[config.mk]
export PLATFORM = sky130hd
export DESIGN_NAME = serv_alu_xw
export DESIGN_NICKNAME = d
export VERILOG_FILES = /design/src/rtl/serv_alu_xw.sv
export SDC_FILE = /design/constraint.sdc
export NUM_CORES = 1
export LEC_CHECK = 0
export BUFFER_PORTS_ARGS = -buffer_cell sky130_fd_sc_hd__buf_2
export CORE_UTILIZATION = 59
export CTS_BUF_LIST = sky130_fd_sc_hd__clkbuf_16
export CTS_CLUSTER_DIAMETER = 50
export DETAILED_ROUTE_END_ITERATION = 12
export PLACE_DENSITY = 0.85
export SYNTH_ARGS = -nofsm -noshare
export SYNTH_HDL_FRONTEND = slang
export SYNTH_SLANG_ARGS = --single-unit
[constraint.sdc]
create_clock -name clk -period 5.6 [get_ports clk]
set_input_delay 0 -clock clk [delete_from_list [all_inputs] [get_ports clk]]
set_output_delay 0 -clock clk [all_outputs]
set_load 0.05 [all_outputs]
[src/rtl/serv_alu_xw.sv]
// serv_alu_xw: digit-serial ALU, W bits/cycle, LSB first, valid/ready in and out.
// Ports: clk, i_rst_n, i_valid/o_ready, i_op, i_rs1, i_op_b, o_valid/i_ready, o_rd, o_cmp, o_busy.
module serv_alu_xw #(
  parameter int XLEN = 32,
  parameter int W    = 1
) (
  input  logic            clk,
  input  logic            i_rst_n,
  input  logic            i_valid,
  output logic            o_ready,
  input  logic [3:0]      i_op,
  input  logic [XLEN-1:0] i_rs1,
  input  logic [XLEN-1:0] i_op_b,
  output logic            o_valid,
  input  logic            i_ready,
  output logic [XLEN-1:0] o_rd,
  output logic            o_cmp,
  output logic            o_busy
);

  localparam int N  = XLEN / W;
  localparam int CW = (N > 1) ? $clog2(N) : 1;
  localparam logic [CW-1:0] LAST = CW'(N - 1);

  localparam logic [3:0] OP_ADD  = 4'd0;
  localparam logic [3:0] OP_SUB  = 4'd1;
  localparam logic [3:0] OP_SLT  = 4'd2;
  localparam logic [3:0] OP_SLTU = 4'd3;
  localparam logic [3:0] OP_XOR  = 4'd4;
  localparam logic [3:0] OP_OR   = 4'd5;
  localparam logic [3:0] OP_AND  = 4'd6;
  localparam logic [3:0] OP_EQ   = 4'd7;
  localparam logic [3:0] OP_NE   = 4'd8;

  typedef enum logic [1:0] {
    S_IDLE,
    S_RUN,
    S_DONE
  } state_t;

  state_t r_state;
  state_t w_state_nxt;

  // r_a doubles as the result register: result digits enter at the
  // MSB end while operand digits leave at the LSB end.
  logic [XLEN-1:0] r_a;
  logic [XLEN-1:0] r_b;
  logic [3:0]      r_op;
  logic [CW-1:0]   r_cnt;
  logic            r_carry;
  logic            r_eq;
  logic [XLEN-1:0] r_rd;
  logic            r_cmp;

  logic            w_accept;
  logic            w_last;
  logic            w_sub;
  logic [W-1:0]    w_a_dig;
  logic [W-1:0]    w_b_dig;
  logic [W-1:0]    w_b_op;
  logic [W:0]      w_sum;
  logic            w_cout;
  logic            w_eq_fin;
  logic            w_lt_s;
  logic            w_lt_u;
  logic [W-1:0]    w_dig;
  logic [XLEN-1:0] w_a_nxt;
  logic [XLEN-1:0] w_b_nxt;
  logic [XLEN-1:0] w_rd_fin;
  logic            w_cmp_fin;

  function automatic logic f_sub(input logic [3:0] op);
    return op inside {OP_SUB, OP_SLT, OP_SLTU, OP_EQ, OP_NE};
  endfunction

  assign w_accept = (r_state == S_IDLE) && i_valid;
  assign w_last   = (r_cnt == LAST);
  assign w_sub    = f_sub(r_op);
  assign w_a_dig  = r_a[W-1:0];
  assign w_b_dig  = r_b[W-1:0];
  assign w_b_op   = w_sub ? ~w_b_dig : w_b_dig;
  assign w_sum    = {1'b0, w_a_dig} + {1'b0, w_b_op}
                  + {{W{1'b0}}, r_carry};
  assign w_cout   = w_sum[W];
  assign w_eq_fin = r_eq & (w_a_dig == w_b_dig);
  // Signed compare: sign bit of the sign-extended difference.
  assign w_lt_s   = w_a_dig[W-1] ^ ~w_b_dig[W-1] ^ w_cout;
  assign w_lt_u   = ~w_cout;

  generate
    if (W == XLEN) begin : g_full
      assign w_a_nxt = w_dig;
      assign w_b_nxt = r_b;
    end else begin : g_part
      assign w_a_nxt = {w_dig, r_a[XLEN-1:W]};
      assign w_b_nxt = {{W{1'b0}}, r_b[XLEN-1:W]};
    end
  endgenerate

  always_comb begin
    w_dig = '0;
    case (r_op)
      OP_ADD,
      OP_SUB:  w_dig = w_sum[W-1:0];
      OP_XOR:  w_dig = w_a_dig ^ w_b_dig;
      OP_OR:   w_dig = w_a_dig | w_b_dig;
      OP_AND:  w_dig = w_a_dig & w_b_dig;
      default: w_dig = '0;
    endcase
  end

  always_comb begin
    w_rd_fin  = '0;
    w_cmp_fin = 1'b0;
    case (r_op)
      OP_ADD, OP_SUB,
      OP_XOR, OP_OR,
      OP_AND: w_rd_fin = w_a_nxt;
      OP_SLT: begin
        w_rd_fin  = {{(XLEN-1){1'b0}}, w_lt_s};
        w_cmp_fin = w_lt_s;
      end
      OP_SLTU: begin
        w_rd_fin  = {{(XLEN-1){1'b0}}, w_lt_u};
        w_cmp_fin = w_lt_u;
      end
      OP_EQ:   w_cmp_fin = w_eq_fin;
      OP_NE:   w_cmp_fin = ~w_eq_fin;
      default: begin
        w_rd_fin  = '0;
        w_cmp_fin = 1'b0;
      end
    endcase
  end

  always_ff @(posedge clk or negedge i_rst_n) begin
    if (!i_rst_n) r_state <= S_IDLE;
    else          r_state <= w_state_nxt;
  end

  always_comb begin
    w_state_nxt = r_state;
    case (r_state)
      S_IDLE:  if (i_valid) w_state_nxt = S_RUN;
      S_RUN:   if (w_last)  w_state_nxt = S_DONE;
      S_DONE:  if (i_ready) w_state_nxt = S_IDLE;
      default: w_state_nxt = S_IDLE;
    endcase
  end

  always_comb begin
    o_ready = (r_state == S_IDLE);
    o_busy  = (r_state == S_RUN);
    o_valid = (r_state == S_DONE);
    o_rd    = r_rd;
    o_cmp   = r_cmp;
  end

  always_ff @(posedge clk or negedge i_rst_n) begin
    if (!i_rst_n) begin
      r_a     <= '0;
      r_b     <= '0;
      r_op    <= '0;
      r_cnt   <= '0;
      r_carry <= 1'b0;
      r_eq    <= 1'b0;
      r_rd    <= '0;
      r_cmp   <= 1'b0;
    end else if (w_accept) begin
      r_a     <= i_rs1;
      r_b     <= i_op_b;
      r_op    <= i_op;
      r_cnt   <= '0;
      r_carry <= f_sub(i_op);
      r_eq    <= 1'b1;
    end else if (r_state == S_RUN) begin
      r_a     <= w_a_nxt;
      r_b     <= w_b_nxt;
      r_carry <= w_cout;
      r_eq    <= w_eq_fin;
      r_cnt   <= w_last ? '0 : r_cnt + CW'(1);
      if (w_last) begin
        r_rd  <= w_rd_fin;
        r_cmp <= w_cmp_fin;
      end
    end
  end

endmodule

==> results.toml <==
[setup_path]
critical_path.max_fanout = 71
path_delay_family = "simple AND/OR/NAND/NOR gates"
cp-end-kind = "flip-flop"
crit_chain = "nand2b_1 > inv_2 > nand2_2 > nand2_1 > o21ai_0"
cp_num_buf_inv = 1
worstSetupPathType = "reg -> reg"
max_stage_delay_ns = 1.11
arrival_ns = 3.74
crit_slowest_cell = "dfrtp_2"
cp.required_ns = 5.78
crit_path_start_kind = "flip-flop"

[grt]
globalRouteTotalUtil = 0.2903
grt_pass1_wl_microns = 22180
grt_use_met2 = 0.4908
grt_use_met3 = 0.04913
top_usage_layer = "met2"
antenna_found_initial = 0
grt_max_degree = 72
met1_usage = 0.3769
grt_pass1_vias = 4664
grt.overflow.total = 0

[placement]
gp_congestion = 0.8568
dp_cells = 738
hpwl_microns = 7480
portBuffers = 107

[timing]
maxSlewViolCount = 0
clock.fmax_mhz = 280.6
finClkSkew_ns = 0.007257
setup_viol = 0
tns_ns = 0
finalCriticalPeriod_ns = 3.564
finalCritPeriodShare = 0.6364
finalHoldViolCount = 0
tightest_slew_ns = 1.217
rsz0062_at_grt = "false"
slew_headroom = 0.1869

[route]
vias = 4835
antenna_left = 0
wl_per_cell_microns = 16.22
drc_errors = 0
vias_per_cell = 5.896
dr.pass1.iters = 5
drt_iter0_markers = 380
wl_microns = 13300

[clock_tree]
cts_buffer_depth = 2
clock_sinks = 110
tritoncts = "yes"
htree_levels = 3
root_buffer = "clkbuf_16"
clk_latency_ns = 0.34
cts_made_buffers = 9
path_clk_slew_ns = 0.07

[yosys]
synth-seq-cells = 110
syn-num-nets = 645
synth_edf_count = 0
avgSynthCellArea_sq_um = 9.362
async_flop_share = 1.000
syn_area_sq_mm = 0.005318
synth_ff_type = "dfrtp_1"
yosysUniqueCellTypes = 39
yosys_warnings = 0
synth_cells = 568
synth_seq_area_share = 0.5176

[hold_path]
min-delay-path-class = "in -> reg"

[finish]
final_net_count = 784
final_common_cell = "dfrtp_1"
drive_gt1_frac = 0.1924
diodes = 0
fillers = 591
stdcell_count = 820
area_delta_synth_final_pct = 26.78
most-common-layout-cells = "dfrtp_1 (108), buf_2 (106), o21ai_0 (90), nand2_1 (77), dlygate4sd3_1 (66)"

[run_status]
status = "complete, no violations"

[power]
power_density_mw_per_mm2 = 507.9
ir_worst_vdd_mv = 0.2124
leakagePower_nw = 3.064

[floorplan]
chipHeight_microns = 96.94
coreArea_sq_mm = 0.008721
rows = 34
start_util = 0.6098
pin_count = 108
chipWidth_microns = 96.94
die_area_sq_mm = 0.009396

[flow_run]
maxCapViolations = 0
through the flow:
step / util / power, mW / hold slack [ns] / worst slack, ns / instance area, sq um
finish: 0.7730 / 3.424 / 0.006465 / 2.036 / 6741
global route: 0.7730 / 3.628 / 0.006157 / 1.680 / 6741
detailed placement: 0.6630 / 2.725 / 0.05070 / 2.107 / 5782
global placement: 0.6630 / 2.662 / 0.04002 / 2.245 / 5782
CTS: 0.7730 / 3.419 / 0.006382 / 2.091 / 6741
floorplan: - / 2.392 / -0.2956 / 3.476 / 5318
worst min-delay path, cell delays in order:
cell and delay (ns):
buf_2 0.08, a21oi_1 0.05, o21ai_0 0.17
path summary, 6_finish.rpt:
kind / startpoint / end / slack (ns) / depth (start not counted)
worst max-delay path: r_state[0]$_DFFE_PN0P_ / o_rd[6]$_DFFE_PN0P_ / 2.04 / 5
worst min-delay path: i_op_b[12] / r_b[12]$_DFFE_PN0P_ / 0.006 / 3
worst max register to register: r_state[0]$_DFFE_PN0P_ / o_rd[6]$_DFFE_PN0P_ / 2.04 / 5
worst min register to register: o_rd[23]$_DFFE_PN0P_ / o_rd[23]$_DFFE_PN0P_ / 0.48 / 2
max in group asynchronous: i_rst_n / r_state[1]$_DFFE_PN0P_ / 4.14 / 3
min in group asynchronous: i_rst_n / o_rd[28]$_DFFE_PN0P_ / 0.21 / 2
kinds of logic (layout without fill, tap and decap cells):
logic type / Yosys count / after routing / share of synthesized area
AOI/OAI and AO/OA: 235 / 235 / 0.2579
xor gates and xnor gates: 2 / 2 / 0.003295
adders and majority gates: 6 / 6 / 0.01506
buffers and inverters: 55 / 199 / 0.05153
DFF: 110 / 110 / 0.5176
muxes: 5 / 5 / 0.01035
and+or+nand+nor: 155 / 155 / 0.1442
metal layers:
layer	vias up	wire (microns)
met5	-	0
met3	29	703
met4	0	289
met2	192	6732
li1	2271	-
met1	2343	5575
repair_timing:
action                                 4_1_cts  5_1_grt
gates resized for setup                      0        0
setup buffers                                0        0
hold buffers                                66        0
endpoints found under the hold margin      114        0
report_power, final:
part           leakage, nW  total, mW  switching, mW  internal (mW)
Combinational         1.46       1.38          0.889          0.487
Sequential            1.46       1.40          0.299           1.10
Clock                0.152      0.646          0.296          0.350
Total                 3.06       3.42           1.48           1.94
layout make-up:
cell class | count | area, sq um | share of cell area
Timing Repair Buffer | 176 | 1221 | 0.1811
Clock buffer | 9 | 225.2 | 0.03341
Inverter | 7 | 26.28 | 0.003898
Tap cell | 108 | 135.1 | 0.02004
Sequential cell | 110 | 2755 | 0.4087
Clock inverter | 7 | 73.82 | 0.01095
Multi-Input combinational cell | 403 | 2305 | 0.3419
flip-flops by register name (all words and copies together) (netlist names):
name	cells
r_cnt	5
r_eq	1
r_op	4
o_rd	32
r_a	32
r_carry	1
o_cmp	1
r_b	32
r_state	2
cells in the mapped netlist (5+ instances only):
cell / number / area share
a22oi_1: 63 / 0.089
inv_1: 6 / 0.0042
o21ai_0: 90 / 0.085
nand2b_1: 5 / 0.0059
nand2_1: 78 / 0.055
buf_2: 20 / 0.019
o21ai_1: 12 / 0.011
a21oi_1: 56 / 0.053
clkbuf_1: 18 / 0.013
nor2b_1: 58 / 0.068
dfrtp_1: 110 / 0.52
nor2_1: 6 / 0.0042
Note: power is estimated with default switching activity, not from simulation.
